[src/rtl/pal_cfg_loader_pkg.sv]
`default_nettype none
// ============================================================================
// Module   : pal_cfg_loader_pkg
// Brief    : Shared PAL sizing, loader types and loader state encoding.
// Revision : 1.0
// ============================================================================
package pal_cfg_loader_pkg;

    localparam int C_N_IN    = 8;
    localparam int C_P_TERMS = 14;
    localparam int C_M_OUT   = 4;

    localparam int C_BYTE_BITS = 8;
    localparam int C_REM_W     = 4;

    typedef logic [C_BYTE_BITS-1:0] byte_t;
    typedef logic [C_REM_W-1:0]     rem_t;

    localparam rem_t C_REM_BYTE = rem_t'(C_BYTE_BITS);

    // AND-plane holds true and complement literals per input per term.
    function automatic int cfg_bits_calc(input int n_in, input int p_terms, input int m_out);
        return 2 * n_in * p_terms + p_terms * m_out;
    endfunction

    localparam int C_CFG_BITS = cfg_bits_calc(C_N_IN, C_P_TERMS, C_M_OUT);

    typedef enum logic [0:0] {
        ST_LOAD  = 1'b0,
        ST_APPLY = 1'b1
    } cfg_state_e;

endpackage
`default_nettype wire

[src/rtl/pal_cfg_serializer.sv]
`default_nettype none
// ============================================================================
// Module   : pal_cfg_serializer
// Brief    : Byte-in, LSB-first bit-and-strobe-out shifter with bit budget.
// Revision : 1.0
// ============================================================================
module pal_cfg_serializer
    import pal_cfg_loader_pkg::*;
(
    input  logic  clk_i,
    input  logic  rst_ni,
    input  logic  clear_i,
    input  logic  load_i,
    input  byte_t data_i,
    input  rem_t  nbits_i,
    output logic  bit_o,
    output logic  strobe_o,
    output rem_t  rem_o
);

    byte_t shift_q, shift_d;
    rem_t  rem_q, rem_d;

    always_comb begin
        shift_d = shift_q;
        rem_d   = rem_q;
        if (clear_i) begin
            shift_d = '0;
            rem_d   = '0;
        end else if (load_i) begin
            // A load may coincide with the last strobe of the previous byte.
            shift_d = data_i;
            rem_d   = nbits_i;
        end else if (rem_q != '0) begin
            shift_d = {1'b0, shift_q[C_BYTE_BITS-1:1]};
            rem_d   = rem_q - rem_t'(1);
        end
    end

    always_ff @(posedge clk_i or negedge rst_ni) begin
        if (!rst_ni) begin
            shift_q <= '0;
            rem_q   <= '0;
        end else begin
            shift_q <= shift_d;
            rem_q   <= rem_d;
        end
    end

    assign strobe_o = (rem_q != '0);
    assign bit_o    = strobe_o & shift_q[0];
    assign rem_o    = rem_q;

endmodule
`default_nettype wire

[src/rtl/pal_cfg_loader.sv]
`default_nettype none
// ============================================================================
// Module   : pal_cfg_loader
// Brief    : Loads CFG_BITS serial config bits into the PAL, then applies.
// Revision : 1.0
// ============================================================================
module pal_cfg_loader
    import pal_cfg_loader_pkg::*;
#(
    parameter  int CFG_BITS = C_CFG_BITS,
    localparam int CNT_W    = $clog2(CFG_BITS + 1)
) (
    input  logic             CLK,
    input  logic             RES_N,
    input  logic             RESTART,
    input  logic [7:0]       DATA_IN,
    input  logic             DATA_VALID,
    output logic             DATA_READY,
    output logic             CFG_BIT,
    output logic             CFG_STROBE,
    output logic             CFG_APPLY,
    output logic [CNT_W-1:0] BIT_COUNT
);

    localparam logic [CNT_W:0] C_TOTAL = (CNT_W + 1)'(CFG_BITS);

    cfg_state_e       state_q, state_d;
    logic [CNT_W-1:0] count_q, count_d;

    rem_t           w_rem;
    rem_t           w_nbits;
    logic [CNT_W:0] w_used;
    logic [CNT_W:0] w_left;
    logic           w_strobe;
    logic           w_bit;
    logic           w_ready;
    logic           w_accept;

    // Bits already committed once this cycle ends: shifted so far plus in flight.
    assign w_used   = {1'b0, count_q} + (CNT_W + 1)'(w_rem);
    assign w_left   = C_TOTAL - w_used;
    assign w_nbits  = (w_left >= (CNT_W + 1)'(C_BYTE_BITS)) ? C_REM_BYTE : rem_t'(w_left);
    assign w_ready  = (state_q == ST_LOAD) && !RESTART && (w_rem <= rem_t'(1)) && (w_used < C_TOTAL);
    assign w_accept = w_ready && DATA_VALID;

    pal_cfg_serializer u_ser (
        .clk_i    (CLK),
        .rst_ni   (RES_N),
        .clear_i  (RESTART),
        .load_i   (w_accept),
        .data_i   (DATA_IN),
        .nbits_i  (w_nbits),
        .bit_o    (w_bit),
        .strobe_o (w_strobe),
        .rem_o    (w_rem)
    );

    always_comb begin
        state_d = state_q;
        count_d = count_q;
        if (RESTART) begin
            state_d = ST_LOAD;
            count_d = '0;
        end else begin
            if (w_strobe) begin
                count_d = count_q + CNT_W'(1);
            end
            if ((state_q == ST_LOAD) && ({1'b0, count_d} == C_TOTAL)) begin
                state_d = ST_APPLY;
            end
        end
    end

    always_ff @(posedge CLK or negedge RES_N) begin
        if (!RES_N) begin
            state_q <= ST_LOAD;
            count_q <= '0;
        end else begin
            state_q <= state_d;
            count_q <= count_d;
        end
    end

    assign DATA_READY = w_ready;
    assign CFG_BIT    = w_bit;
    assign CFG_STROBE = w_strobe;
    assign CFG_APPLY  = (state_q == ST_APPLY);
    assign BIT_COUNT  = count_q;

endmodule
`default_nettype wire

[config.mk]
export PLATFORM = sky130hd
export DESIGN_NAME = pal_cfg_loader
export DESIGN_NICKNAME = d
export VERILOG_FILES = /design/src/rtl/pal_cfg_loader_pkg.sv /design/src/rtl/pal_cfg_serializer.sv /design/src/rtl/pal_cfg_loader.sv
export SDC_FILE = /design/constraint.sdc
export NUM_CORES = 1
export LEC_CHECK = 0
export ABC_AREA = 1
export CAP_MARGIN = 25
export CORE_MARGIN = 3
export CORE_UTILIZATION = 55
export DETAILED_ROUTE_END_ITERATION = 8
export PLACE_DENSITY = 0.8
export SLEW_MARGIN = 20
export SYNTH_ARGS = -nofsm -noshare
export SYNTH_HDL_FRONTEND = slang
export SYNTH_SLANG_ARGS = --single-unit
[constraint.sdc]
create_clock -name CLK -period 2.4 [get_ports CLK]
set_input_delay 0.24 -clock CLK [delete_from_list [all_inputs] [get_ports CLK]]
set_output_delay 0.24 -clock CLK [all_outputs]
set_load 0.01 [all_outputs]
; ---- Word-level counts from Yosys, hierarchy flattened
; Cells that the tools add are included.
[word_totals]
register_bits = 22
inputBits = 12
output_inout_bits = 13
elab_cells = 35
[op_classes]
addsub = 4
magnitude_cmp = 3
n_eq_ne = 1
n_mux = 12
bitwise_logic = 2
n_reduce_logical = 9
[op_table]
columns = operator, count
row1 = $mux 9, 3
row2 = $mux 8, 3
row3 = $mux 4, 4
row4 = $add 9x4->10, 1
row5 = $ge 10x4->1 const B, 1
row6 = $lt 10x9->1 const B, 1
row7 = $sub 9x10->10 const A, 1
row8 = $add 9x1->9 const B, 1
row9 = $eq 9x9->1 const B, 1
row10 = $logic_and 1x1->1, 5
row11 = $le 4x1->1 const B, 1
row12 = $reduce_bool 4->1, 1
row13 = $sub 4x1->4 const B, 1
row14 = $reduce_bool 3->1, 1
row15 = $mux 1, 2
row16 = $reduce_bool 2->1, 1
row17 = $and 1x1->1, 1
row18 = $logic_not 1->1, 1
row19 = $not 1->1, 1

; ---- Depth between registers and ports, before layout
[depth]
depth_word = 7
depth_mapped = 18
ltp_nobuf = 17

; ---- By module
; From an unflattened synthesis, not the netlist that was laid out.
[hier_totals]
hier_cells = 240
hier_area_um2 = 1679.1
[by_module_without_submodules]
columns = module, n_inst, cells_per_inst, area_each_um2, seq_area_each_um2
row1 = pal_cfg_loader, 1, 153, 987.2, 250.2
row2 = pal_cfg_serializer, 1, 87, 691.9, 300.3

; ---- Least setup slack after synthesis
; Ideal clock, no wire load.
[synth_timing]
kind = register to register
from = reg count_q[0], in the netlist BIT_COUNT[0]
to = reg u_ser.rem_q[0], in the netlist u_ser.rem_o[0]
setup_ns = 0.117
arrival_ns = 2.150
required_ns = 2.283
setup_slack_ns = 0.134
path_stages_with_launch = 19
n_path_buf = 1
period_less_slack_ns = 2.266
cell_sequence = dfrtp_1 ha_1 inv_1 fa_1 inv_1 nand3_1 nand2_2 nand2_1 nand2_1 nand2_1 nor2_4 nand2_4 nand2_8 nand2_8 buf_6 nand2_1 nand2_1 nand2_1 nand2_1
[synth_between]
elab_chain_len = 6
elab_cells_between_ends = 10
classes_between = add/sub (2) / order compare (2) / mux (3) / reduce/logical (3)
[synth_lines]
columns = item, line
row1 = from (decl), pal_cfg_loader.sv:28  ; logic [CNT_W-1:0] count_q, count_d;
row2 = from (signal assigned), pal_cfg_loader.sv:80  ; count_q <= count_d;
row3 = $add 9x4->10 (*), pal_cfg_loader.sv:40  ; assign w_used = {1'b0, count_q} + (CNT_W + 1)'(w_rem);
row4 = $sub 9x10->10 or $lt 10x9->1 (tied branches), "pal_cfg_loader.sv:41, pal_cfg_loader.sv:43"
row5 = $ge 10x4->1 or $logic_and 1x1->1 (tied branches), "pal_cfg_loader.sv:42, pal_cfg_loader.sv:43"
row6 = $mux 4 or $logic_and 1x1->1 (tied branches), "pal_cfg_loader.sv:42, pal_cfg_loader.sv:44"
row7 = $mux 4, pal_cfg_serializer.sv:30  ; end else if (load_i) begin
row8 = $mux 4, pal_cfg_serializer.sv:27  ; if (clear_i) begin
row9 = to (signal assigned), pal_cfg_serializer.sv:46  ; rem_q <= rem_d;
row10 = to (decl), pal_cfg_serializer.sv:22  ; rem_t rem_q, rem_d;
; Every way passes the cells marked *; elsewhere a longest branch is shown, timed or not.
; A chain may end at the register's enable or synchronous reset.

; ---- Final worst setup path
[layout_timing]
from = reg count_q[0], in the netlist BIT_COUNT[0]
to = out DATA_READY
[layout_between]
elab_chain_len = 3
[layout_lines]
columns = item, line
row1 = $add 9x4->10, pal_cfg_loader.sv:40
row2 = $lt 10x9->1, pal_cfg_loader.sv:43  ; assign w_ready = (state_q == ST_LOAD) && !RESTART && (w_rem <= rem_t'(1)) && (w_used < C_TOTAL);
row3 = $logic_and 1x1->1, pal_cfg_loader.sv:43
row4 = to (decl), pal_cfg_loader.sv:18  ; output logic DATA_READY,
; Every way passes these cells.

==> qor.yml <==
status: "finished, violations left"
violations: "setup timing"
numCtsBuffers: 3
ys_top_cells_by_area: "dfrtp_1 (31%), nand2_1 (16%), nand3_1 (10%)"
layout-drive-gt1-share_pct: 22.3
p_per_area_nw_per_um2: 808
drc: 0
area_growth_pct: 31.0
synth_top_family_by_area: "simple AND/OR/NAND/NOR gates"
critPathLaunchType: "flip-flop"
grt_max_degree: 23
gr-total-overflow: 0
hpwlAfterDp_mm: 3.19
die_x_um: 62.7
root_buffer: "clkbuf_4"
grt_pass1_wl_mm: 7.21
synthMuxAreaShare_pct: 0
synth_most_common_cell: "nand2_1"
yosys.area_share.adder_pct: 8.22
first_pass_iters: 4
antenna_found_initial: 0
layout_setup_ws_ns: -0.0284
end_kind: "output pin"
wirelength_mm: 4.24
async_reset_ff_share_pct: 100
fin_crit_ns: 2.43
grt_pass1_vias: 1659
synth_warnings: 0
fin_crit_sh_pct: 101
ys_ff_latch: 22
synthCells: 243
synthTopCellsByCount: "nand2_1 (76), nand3_1 (36), inv_1 (27), dfrtp_1 (22), nor2_1 (19)"
syn_area_per_cell_um2: 7.27
rows: 19
synth_flop_cell: "dfrtp_1"
initial_core_util_pct: 60.9
antenna_left: 0
synth_xor_area_share_pct: 6.52
crit_type: "flip-flop to output pin"
r2r_end: "u_ser.shift_q[0]"
die_area_um2: 3930
synth-edff-count: 0
drv_cap: 0
drtIter0Drc: 104
reg2reg_from: "BIT_COUNT[0]"
dieHeight_um: 62.7
synthSimpleGateAreaFrac_pct: 42.4
fmax_ghz: 0.412
cts_tree: "done"
cp.arrival_ns: 2.19
rr_worst_depth: 19
rsz0062_at_grt: "yes"
yosysSeqAreaShare_pct: 31.2
synth_nets: 266
finalHoldViolCount: 0
holdBufCountCts: 0
nets: 315
yosys.area.top_type: "dfrtp_1"
fin_skew_ns: 0.00169
cts_buffer_depth: 2
drv_slew: 0
netlist_area_um2: 1770
tightest_slew_ns: 0.327
clock_latency_ns: 0.31
h-tree-depth: 1
worstPathRequired_ns: 2.16
clock-sinks: 22
synth-compound-area-share_pct: 3.76
diodes: 0
synth.top_cell.area_share_pct: 31.2
via_per_inst: 5.15
final-setup-viol-count: 1
irDropWorstVdd_uv: 565
num_vias: 1715
report.power.total_mw: 1.87
grt_usage_pct: 22.5
clk_pin_slew_worst_paths_ns: 0.12
port_buffers: 24
wl_per_cell_um: 12.7
r2r_setup_slack_ns: 0.01
slew_headroom_pct: 78.2
crit_start: "BIT_COUNT[0]"
core_um2: 2900
gp_congestion: 0.906
fillers: 219
ys_types: 35
io-pin-count: 25
hold_path.class: "input pin to async pin"
p_leak_nw: 1.16
critical_path_peak_fanout: 4
hold_ws_ns: 0.258
-- how the worst max path moves through the flow --
stage | endpoint | cells past startpoint
2_1_floorplan | u_ser.rem_o[0] | 18
3_3_place_gp | DATA_READY | 13
3_5_place_dp | DATA_READY | 13
4_1_cts | DATA_READY | 13
5_1_grt | u_ser.rem_o[1] | 19
6_report | DATA_READY | 13
-- where the power goes --
part	internal (mW)	total, mW	switching (mW)	leakage (nW)
sequential	0.435	0.476	0.0418	0.301
combinational	0.508	1.19	0.678	0.837
clock	0.0928	0.206	0.114	0.0210
-- per-layer routing --
layer  vias to the layer above  track usage [%]  routed length, um
met5                         -                0                  0
met2                        71             34.8               1930
met1                       769             31.7               1960
met3                        11             3.42                275
li1                        864                -                  -
met4                         0             8.82                 82
-- layout by cell type (no fill, tap or decap), types with 2 or more instances in the layout --
| cell | count |
|---|---|
| inv_2 | 3 |
| nor3_1 | 4 |
| a21boi_1 | 2 |
| nand3_1 | 35 |
| nand2_1 | 70 |
| dfrtp_1 | 22 |
| nand4_1 | 3 |
| nor2_4 | 3 |
| a21oi_2 | 3 |
| ha_1 | 8 |
| xnor2_1 | 2 |
| xor2_1 | 8 |
| buf_4 | 22 |
| nand2_8 | 2 |
| ha_2 | 2 |
| clkdlybuf4s50_1 | 23 |
| nor2_1 | 19 |
| nand2_4 | 3 |
| clkbuf_4 | 3 |
| nor2_2 | 2 |
| nand2_2 | 10 |
| inv_1 | 25 |
-- area by class of cell --
cell class              count  area [um2]  share of cell area [%]
multi-input cells         188        1130                    49.0
well taps                  42        52.6                    2.27
inverters                  29         109                    4.71
flip-flops and latches     22         551                    23.8
clock buffers               4        36.3                    1.57
repair buffers             48         432                    18.7
-- sequential cells by signal, summed over array words and instances (netlist names) --
signal,count
CFG_APPLY,1
u_ser.shift_q,8
u_ser.rem_o,4
BIT_COUNT,9
-- stage by stage --
stage	setup slack, ns	util [%]	instance area, um2	setup TNS [ns]	std cells
global placement	-0.0882	75.5	2190	-0.0882	324
finish	-0.0284	79.8	2310	-0.0284	333
floorplan	0.134	-	1770	0	243
detailed placement	-0.184	75.5	2190	-0.357	324
global route	-0.135	79.8	2310	-1.09	333
CTS	0.00425	76.9	2230	0	328
-- worst max-delay path: stages, from the launching register on --
cell and delay, ns:
dfrtp_1 0.39, ha_2 0.19, inv_2 0.04, fa_2 0.36, inv_2 0.09, nand3_4 0.08
nand2_4 0.11, nand2_2 0.06, nand2_2 0.07, nand2_2 0.07, nor2_4 0.12, nand2_4 0.05
a21boi_1 0.12, buf_2 0.14
-- what timing repair did --
| item | in CTS | in global routing |
|---|---|---|
| resized for setup | 9 | 13 |
| cloned | 0 | 1 |
| pin swaps | 4 | 10 |
| setup endpoints to repair | 10 | 14 |
| setup buffers | 0 | 4 |
-- cells by family (layout without fill, tap and decap cells) --
group	count (synthesis)	after routing
and+or+nand+nor	157	157
buffers and inverters	34	81
DFF	22	22
adders and majority gates	11	11
xor gates and xnor gates	11	11
AOI/OAI and AO/OA	8	9
Power figures use the tool's default switching activity.
